--- config.mk ---
export PLATFORM = sky130hd
export DESIGN_NAME = csa_accumulate_controller
export DESIGN_NICKNAME = d
export VERILOG_FILES = /design/src/rtl/csa_accumulate_controller.sv
export SDC_FILE = /design/constraint.sdc
export NUM_CORES = 1
export LEC_CHECK = 0
export ABC_AREA = 0
export BUFFER_PORTS_ARGS = -buffer_cell sky130_fd_sc_hd__buf_2
export CAP_MARGIN = 20
export CORE_ASPECT_RATIO = 1.1
export CORE_MARGIN = 3
export CORE_UTILIZATION = 30
export CTS_BUF_LIST = sky130_fd_sc_hd__clkbuf_16
export CTS_CLUSTER_DIAMETER = 60
export DETAILED_ROUTE_END_ITERATION = 16
export GPL_TIMING_DRIVEN = 1
export HOLD_SLACK_MARGIN = 0.06
export SLEW_MARGIN = 20
export SYNTH_ARGS = -nofsm -noshare
export SYNTH_HDL_FRONTEND = slang
export SYNTH_SLANG_ARGS = --single-unit
--- constraint.sdc ---
create_clock -name clk -period 4.1 [get_ports clk]
set_input_delay 0.82 -clock clk [delete_from_list [all_inputs] [get_ports clk]]
set_output_delay 0.82 -clock clk [all_outputs]
set_load 0.05 [all_outputs]
--- src/rtl/csa_accumulate_controller.sv ---
// Accumulates a stream of partial products through one carry-save stage, then
// resolves the redundant sum/carry pair lane-wise (8/16/32-bit lanes) into a plain result.
module csa_accumulate_controller #(
  parameter int ADDER_WIDTH = 32,
  parameter int COUNT_WIDTH = 5
) (
  input  logic                   clk,
  input  logic                   rst,
  input  logic                   start,
  input  logic [COUNT_WIDTH-1:0] op_count,
  input  logic [1:0]             precision,
  input  logic                   op_valid,
  output logic                   op_ready,
  input  logic [ADDER_WIDTH-1:0] op_data,
  output logic                   res_valid,
  input  logic                   res_ready,
  output logic [ADDER_WIDTH-1:0] res_data,
  output logic                   busy
);

  typedef enum logic [1:0] {
    IDLE    = 2'd0,
    ACCUM   = 2'd1,
    RESOLVE = 2'd2,
    DONE    = 2'd3
  } state_t;

  state_t                 state;
  logic [ADDER_WIDTH-1:0] sum_q;
  logic [ADDER_WIDTH-1:0] carry_q;
  logic [COUNT_WIDTH-1:0] count;
  logic [1:0]             prec_q;

  logic [ADDER_WIDTH-1:0] kill;
  logic [ADDER_WIDTH-1:0] cs;
  logic [ADDER_WIDTH-1:0] csa_x;
  logic [ADDER_WIDTH-1:0] sum_next;
  logic [ADDER_WIDTH-1:0] carry_next;
  logic                   accept;

  // Lane-LSB positions: a carry shifted into these bits would cross a lane boundary.
  always_comb begin
    kill = '0;
    for (int i = 0; i < ADDER_WIDTH; i++) begin
      case (prec_q)
        2'b00:   kill[i] = ((i % 8) == 0);
        2'b01:   kill[i] = ((i % 16) == 0);
        default: kill[i] = ((i % 32) == 0);
      endcase
    end
  end

  assign accept = (state == ACCUM) && op_valid && op_ready;

  always_comb begin
    cs         = (carry_q << 1) & ~kill;
    csa_x      = (state == ACCUM) ? op_data : '0;
    sum_next   = sum_q ^ cs ^ csa_x;
    carry_next = (sum_q & cs) | (sum_q & csa_x) | (cs & csa_x);
  end

  always_ff @(posedge clk) begin
    if (rst) begin
      state     <= IDLE;
      sum_q     <= '0;
      carry_q   <= '0;
      count     <= '0;
      prec_q    <= '0;
      res_data  <= '0;
      op_ready  <= 1'b0;
      res_valid <= 1'b0;
      busy      <= 1'b0;
    end else begin
      case (state)
        IDLE: begin
          if (start) begin
            count   <= op_count;
            prec_q  <= precision;
            sum_q   <= '0;
            carry_q <= '0;
            busy    <= 1'b1;
            if (op_count == '0) begin
              state     <= DONE;
              res_data  <= '0;
              res_valid <= 1'b1;
            end else begin
              state    <= ACCUM;
              op_ready <= 1'b1;
            end
          end
        end

        ACCUM: begin
          if (accept) begin
            sum_q   <= sum_next;
            carry_q <= carry_next;
            count   <= count - COUNT_WIDTH'(1);
            if (count == COUNT_WIDTH'(1)) begin
              state    <= RESOLVE;
              op_ready <= 1'b0;
            end
          end
        end

        RESOLVE: begin
          // With X=0 the pending carries ripple one position per cycle until none remain.
          if (cs == '0) begin
            res_data  <= sum_q;
            res_valid <= 1'b1;
            state     <= DONE;
          end else begin
            sum_q   <= sum_next;
            carry_q <= carry_next;
          end
        end

        DONE: begin
          if (res_ready) begin
            state     <= IDLE;
            res_valid <= 1'b0;
            busy      <= 1'b0;
          end
        end

        default: begin
          state     <= IDLE;
          op_ready  <= 1'b0;
          res_valid <= 1'b0;
          busy      <= 1'b0;
        end
      endcase
    end
  end

endmodule

* Word level (Yosys, flattened, before mapping)
Cells that the tools add are included.
** Storage, ports and cells
- Register bits after elaboration :: 107
- Input port bits :: 44
- Output and inout bits :: 35
- Logic and storage cells :: 88
** Operators by class
- Add/sub/neg operators :: 1
- Equality and inequality tests :: 13
- Mux-type cells :: 36
- Bitwise logic cells :: 9
- Reduce and logical (&&, ||, !) cells :: 20
** Operator list (number)
- 32-bit 2-to-1 mux :: 7
- 32-bit one-hot mux with 3 select lines :: 1
- 31-bit AND :: 3
- 31-bit one-hot mux with 3 select lines :: 1
- 32-bit one-hot mux with 2 select lines :: 1
- 32-bit bitwise XOR :: 2
- 31-bit 2-to-1 mux :: 2
- 31-bit OR :: 2
- 32-bit AND :: 1
- 32-bit zero test :: 1
- 25-bit inverter with 32-bit output :: 1
- 5-bit AND reduction :: 3
- 2-bit inequality test, second input constant :: 7
- 2-bit 2-to-1 mux :: 6
- 1-bit 2-to-1 mux :: 11
- 5-bit 2-to-1 mux :: 2
- 5-bit one-hot mux with 2 select lines :: 1
- 2-bit one-hot mux with 4 select lines :: 1
- 4-bit AND reduction :: 2
- 3-bit AND reduction :: 2
- 2-bit nonzero test :: 3
- 3-bit nonzero test :: 2
- 5-bit by 1-bit equality test with 1-bit output, second input constant :: 1
- 5-bit zero test :: 1
- other kinds (10) :: 15

* Longest topological paths before layout
Gate-level depths: netlist (run 1).
- Word-level depth :: 10
- Mapped depth :: 10
- Depth with buffers taken out :: 7

* Worst setup path after synthesis (run 1)
OpenSTA, ideal clock, no wires.
- Kind :: reg-to-reg
- Start :: register state[1]
- End :: register carry_q[30]
- Library setup time :: 70 ps
- Arrival time :: 2493 ps
- Data required time :: 4030 ps
- Slack :: 1537 ps
- Cell stages (with the launch flop) :: 10
- Path buffers :: 3
- Clock period less this slack :: 2563 ps
- Cells stage by stage :: dfxtp_1 > inv_1 > ha_1 > clkbuf_1 > clkbuf_1 > clkbuf_1 > nand2_1 > fa_1 > or4b_2 > a21oi_1
** On the way
- Word-level cells in the longest chain between the ends :: 7
- Elaborated cells between the ends (all ways) :: 18
- Those cells by class :: eq/ne (5); mux (4); bitwise (4); reduce/logical (5)
** RTL lines
- from (decl) :: line 28 : state_t state;
- from (signal assigned) :: line 64 : state <= IDLE;
- from (signal assigned) :: line 83 : state <= DONE;
- from (signal assigned) :: line 87 : state <= ACCUM;
- 2-bit by 1-bit equality test with 1-bit output :: line 53, 57, 74
- 32-bit 2-to-1 mux :: line 57 : csa_x = (state == ACCUM) ? op_data : '0;
- 31-bit AND :: line 59 : carry_next = (sum_q & cs) | (sum_q & csa_x) | (cs & csa_x);
- 31-bit OR (2 in a row) :: line 59
- 31-bit 2-to-1 mux (on tied branches) :: line 107, 94
- 31-bit one-hot mux with 3 select lines :: line 74 : case (state)
- to (signal assigned) :: line 96 : carry_q <= carry_next;
- to (signal assigned) :: line 113 : carry_q <= carry_next;
- to (decl) :: line 30 : logic [ADDER_WIDTH-1:0] carry_q;
Several ways; a longest one is shown, not always the timed one. The select of a mux whose other input is x is not followed.
A chain may end at the register's enable or synchronous reset.

* Worst setup path in the final report (run 1)
- Start :: register state[1]
- End :: register sum_q[6]
** On the way
- Word-level cells in the longest chain between the ends :: 5
- Elaborated cells between the ends (all ways) :: 15
- Those cells by class :: eq/ne (5); mux (4); bitwise (1); reduce/logical (5)
** RTL lines
- 2-bit by 1-bit equality test with 1-bit output :: line 53, 57, 74
- 32-bit 2-to-1 mux / 1-bit logical AND (equally long branches) :: line 57, 53
- 32-bit bitwise XOR / 1-bit logical AND (equally long branches) :: line 58, 53
- 32-bit 2-to-1 mux, or another cell as far along :: line 107 : if (cs == '0) begin
- 32-bit one-hot mux with 3 select lines / 4-bit AND reduction (equally long branches)
- to (signal assigned) :: line 95 : sum_q <= sum_next;
- to (signal assigned) :: line 112 : sum_q <= sum_next;
- to (decl) :: line 29 : logic [ADDER_WIDTH-1:0] sum_q;
Several ways; a longest one is shown, not always the timed one. The select of a mux whose other input is x is not followed.

==> results.cfg, run 1 <==
[floorplan]
dieArea_um2 = 22000
coreArea_um2 = 19900
ios = 79
fp-row-count = 54
die_w_um = 142
dieHeight_um = 155
start_util_pct = 30.6

[pwr]
vdd_drop_max_mv = 0.579
leakagePower_uw = 0.00266
powerDensity_nw_per_um2 = 579
fin_total_pwr_uw = 3960

[clocking]
h-tree-depth = 3
clk_path_buf_depth = 2
clkTransAtPathRegs_ns = 0.07
cts_root_buffer = clkbuf_16
numCtsBuffers = 9
worstSkewPairLatency_ns = 0.36
tritoncts = done
post_cts_resized = 0
cts.sinks = 107
ctsHoldBuffers = 0
post-cts-setup-buffers = 0

[outcome]
status = complete, no violations

[sta]
maxSlewHeadroom_pct = 29.2
setup-violations-final = 0
skew_ns = 0.00871
fin_crit_ns = 3.00
whs_ns = 0.465
setup_ws_ns = 1.10
setup-tns-final_ns = 0
fin_crit_sh_pct = 73.1
slew_viol_final = 0
rsz0062_at_grt = false
fmax_mhz = 334
hold_violations = 0
worstMarginPinSlew_ns = 1.06

[logic_synthesis]
synthDistinctLibCells = 44
netlist.top_cell.by_area = dfxtp_1
yosysTopAreaCellShare_pct = 35.2
syn_area_um2 = 6080
async_flop_share_pct = 0
synth_nets = 718
synth_edf_count = 0
seq_area_frac_synth_pct = 35.2
syn_inst = 636
ys_ff_latch = 107
synth_ff_type = dfxtp_1
syn_area_per_cell_um2 = 9.56
synth.area.top_cells = dfxtp_1 35%, o211ai_2 12%, fa_1 9.9%, a21oi_1 8.4%, nand3_1 5.4%
ys_warn_count = 0

[cells_and_area]
drive_above_1_share_pct = 26.6
finalNetCount = 749
mostFrequentLayoutCell = dfxtp_1
fill_cells = 2083
final_cell_mix = 107 x dfxtp_1, 102 x a21oi_1, 77 x buf_2
antenna_cells = 0
finalCoreUtilization_pct = 34.4
syn2layout_area_growth_pct = 12.4

[critical_path]
startpoint_type = register
crit_family = compound AO/OA/AOI/OAI gates
arrival_ns = 3.27
cpPeakStageDelay_ns = 0.66
path_buf_inv = 3
reg2regPathDepth = 8
worstPathRequired_ns = 4.37
slowest_stage = o311a_4
cp_max_fo = 33
cpMostUsedCell = a21oi_1
end_kind = register
crit_cells = 8
crit_type = reg2reg
worstPathCellList = inv_1 -> ha_1 -> buf_4 -> a21oi_1 -> o311a_4 -> buf_12 -> o211ai_2 -> a21oi_1

[drt]
drt_first_pass_iters = 4
initialDrtViolationCount = 489
routed_wire_length_per_instance_um = 18.3
wirelength_um = 16900
drc = 0
vias = 5026
vias_per_cell = 5.44
ant_nets = 0

[global_routing]
grt_pass1_wl_um = 27200
grt_max_degree = 86
grt_use_total_pct = 15.1
grt_overflow = 0
grt_pass1_vias = 4909
antenna_found_initial = 0

[run]
max-cap-violations = 0

[hold_path]
holdPathStages = 2
hold_path.class = reg2reg

[placed_design]
place_congestion = 0.793
place_ws_ns = 1.14
portBuffers = 78
dp_hpwl_um = 11100
[cells by family after synthesis]
kind of cell	after synthesis	share of synthesized area, %
compound gates	229	29.1
xor+xnor	1	0.144
fa+ha+maj	38	11.5
buf+inv	86	7.88
flops	107	35.2
simple gates	175	16.1
[cell usage after synthesis (6+ instances only)]
cell type and number:
ha_1 8, nand4_1 33, a21oi_1 102, buf_6 17, dfxtp_1 107, o211ai_2 59
clkbuf_1 37, nand2_1 14, nand3_1 66, o21ai_0 10, clkbuf_4 6, fa_1 30
inv_1 13, buf_1 8, and2_1 33, o31ai_1 34, nor4_1 7
[cell type report]
cell class / count / area [um^2] / area share (%)
sequential: 107 / 2140 / 31.3
tap: 252 / 315 / 4.61
inverter: 13 / 48.8 / 0.714
timing repair buffer: 93 / 551 / 8.05
clock inverter: 7 / 46.3 / 0.677
clock buffer: 9 / 225 / 3.29
multi-input combinational: 443 / 3510 / 51.3
[sequential cells by signal (all words and copies together), names as in the netlist]
signal / flops
carry_q: 31
state: 2
res_data: 32
prec_q: 2
sum_q: 32
op_ready: 1
busy: 1
count: 5
res_valid: 1
[stage by stage]
| step | std cells | instance area, um^2 |
|---|---|---|
| floorplan | 636 | 6080 |
| global placement | 907 | 6540 |
| detailed placement | 907 | 6540 |
| CTS | 923 | 6810 |
| global route | 924 | 6840 |
| finish | 924 | 6840 |
[per-layer routing]
layer | vias to the layer above | GRT usage [%] | share of wire (%)
met5 | - | 0 | 0
met4 | 0 | 4.71 | 1.8
met3 | 20 | 3.26 | 5.5
met2 | 111 | 24.1 | 47
met1 | 2473 | 20.6 | 45
li1 | 2422 | - | -
[power breakdown]
group          internal, uW  total (uW)  leakage [uW]  switching (uW)
registers              1120        1200      0.000864            80.3
logic                   497        1940       0.00166            1440
clock network           412         819      0.000140             408
[worst min-delay path, cell delays in order (launching register included)]
cell and delay [ns]:
dfxtp_1 0.31, o31ai_1 0.06, a21oi_1 0.05
[worst paths after layout]
kind	from	to	slack, ns
hold / removal	res_data[30]	res_data[30]	0.47
setup reg to reg	state[1]	sum_q[6]	1.10
hold reg to reg	res_data[30]	res_data[30]	0.47
setup / recovery	state[1]	sum_q[6]	1.10
No activity file was read; power rests on OpenSTA's default activity.
==> run 2, diff against run 1 <==
==> constraint.sdc (replaced) <==
create_clock -name clk -period 2.6 [get_ports clk]
set_input_delay 0.52 -clock clk [delete_from_list [all_inputs] [get_ports clk]]
set_output_delay 0.52 -clock clk [all_outputs]
set_load 0.05 [all_outputs]
==> run 2 against run 1 <==
- maximum frequency up 23%
- final cell count up 1.5%
- clock power up 62%
- sequential power up 58%
==> results.cfg, run 2 (synthesis results as in run 1) <==
[drt]
vias = 5091
initialDrtViolationCount = 364
drc = 0
vias_per_cell = 5.43
wl_met2_um = 7930
route.met3.wl_um = 734
routed_wire_length_per_instance_um = 17.8
wirelength_um = 16700
drt-met1-wl_um = 7690
ant_nets = 0
drt_first_pass_iters = 5
routed.top_layer = met4

[sta]
setup-tns-final_ns = 0
maxSlewHeadroom_pct = 55.0
fmax_mhz = 412
slew_viol_final = 0
rsz0062_at_grt = false
hold_violations = 0
worstMarginPinSlew_ns = 0.675
fin_crit_sh_pct = 93.4
fin_crit_ns = 2.43
setup_ws_ns = 0.171
skew_ns = 0.0158
setup-violations-final = 0

[clocking]
clk_path_buf_depth = 2
numCtsBuffers = 9
clkTransAtPathRegs_ns = 0.07
post-cts-setup-buffers = 0
cts_root_buffer = clkbuf_16
tritoncts = done
worstSkewPairLatency_ns = 0.37
h-tree-depth = 3
cts.sinks = 107

[floorplan]
start_util_pct = 30.6
fp-row-count = 54
die_w_um = 142
ios = 79
dieHeight_um = 155
dieArea_um2 = 22000
coreArea_um2 = 19900

[critical_path]
worstPathCellList = or4_1 -> or4_4 -> o31a_1 -> buf_4 -> o311a_1
arrival_ns = 2.68
cpPeakStageDelay_ns = 0.56
worstPathRequired_ns = 2.85
cp_max_fo = 27
crit_type = reg2reg
slowest_stage = or4_4
end_kind = register
startpoint_type = register

[run]
max-cap-violations = 0

[placed_design]
dp_hpwl_um = 11600
portBuffers = 78
dpl_cell_area_um2 = 6730
place_ws_ns = 0.0675
place_congestion = 0.842

[global_routing]
grt_overflow = 0
grt_pass1_wl_um = 26800
antenna_found_initial = 0
grt_use_total_pct = 15.0
grt_pass1_vias = 4928
grt_max_degree = 63

[cells_and_area]
multi_input_area_um2 = 3510
reg_top3 = res_data: 32 flops, sum_q: 32 flops, carry_q: 31 flops
finalNetCount = 764
syn2layout_area_growth_pct = 15.3
final_cell_mix = 107 x dfxtp_1, 102 x a21oi_1, 77 x buf_2
drive_above_1_share_pct = 28.6
fill_cells = 2025
antenna_cells = 0
regArea_um2 = 2140
fin_area_um2 = 7010
mostFrequentLayoutCell = dfxtp_1

[pwr]
vdd_drop_max_mv = 0.916
fin_total_pwr_uw = 6380
powerDensity_nw_per_um2 = 910
leakagePower_uw = 0.00275

[hold_path]
hold_path.class = in2reg

[outcome]
status = complete, no violations
## run 2: layer usage
metal	global-route usage, %	up-vias
met5	0	-
met4	5.21	0
met3	2.80	25
met2	23.8	123
met1	20.5	2490
li1	-	2453
## run 2: repair_timing
| action | 4_1_cts | 5_1_grt |
|---|---|---|
| hold buffers | 0 | 0 |
| resized for setup | 0 | 1 |
| endpoints found under the setup margin | 0 | 27 |
## run 2: layout make-up
type                    instances  area share [%]
clock buffers                   9            3.21
inverters                      13           0.696
well taps                     252            4.50
multi-input cells             443            50.1
clock inverters                 6           0.714
flip-flops and latches        107            30.5
repair buffers                108            10.2
## run 2: critical path, delay by kind of cell (launching register included)
| family | cells | cell delay, ns |
|---|---|---|
| and+or+nand+nor | 2 | 1.08 |
| AOI/OAI and AO/OA | 2 | 0.66 |
| DFF | 1 | 0.34 |
| buffers and inverters | 1 | 0.23 |
## run 2: final timing paths
| kind | startpoint | to | slack (ns) | cells past startpoint |
|---|---|---|---|---|
| hold reg to reg | carry_q[15] | carry_q[15] | 0.46 | 2 |
| setup / recovery | carry_q[17] | state[1] | 0.17 | 5 |
| hold / removal | precision[0] | prec_q[0] | 0.40 | 3 |
| setup reg to reg | carry_q[17] | state[1] | 0.17 | 5 |
## run 2: metrics by stage
step	utilization (%)	std cells	hold WS [ns]
2_1_floorplan	-	636	0.439
3_3_place_gp	33.9	923	0.447
3_5_place_dp	33.9	923	0.456
4_1_cts	35.3	938	0.400
5_1_grt	35.3	938	0.428
6_report	35.3	938	0.403
## run 2: power by group
part / total (uW) / internal, uW / switching [uW]
clock network: 1330 / 658 / 670
registers: 1890 / 1760 / 126
logic: 3170 / 894 / 2270
total: 6380 / 3310 / 3070
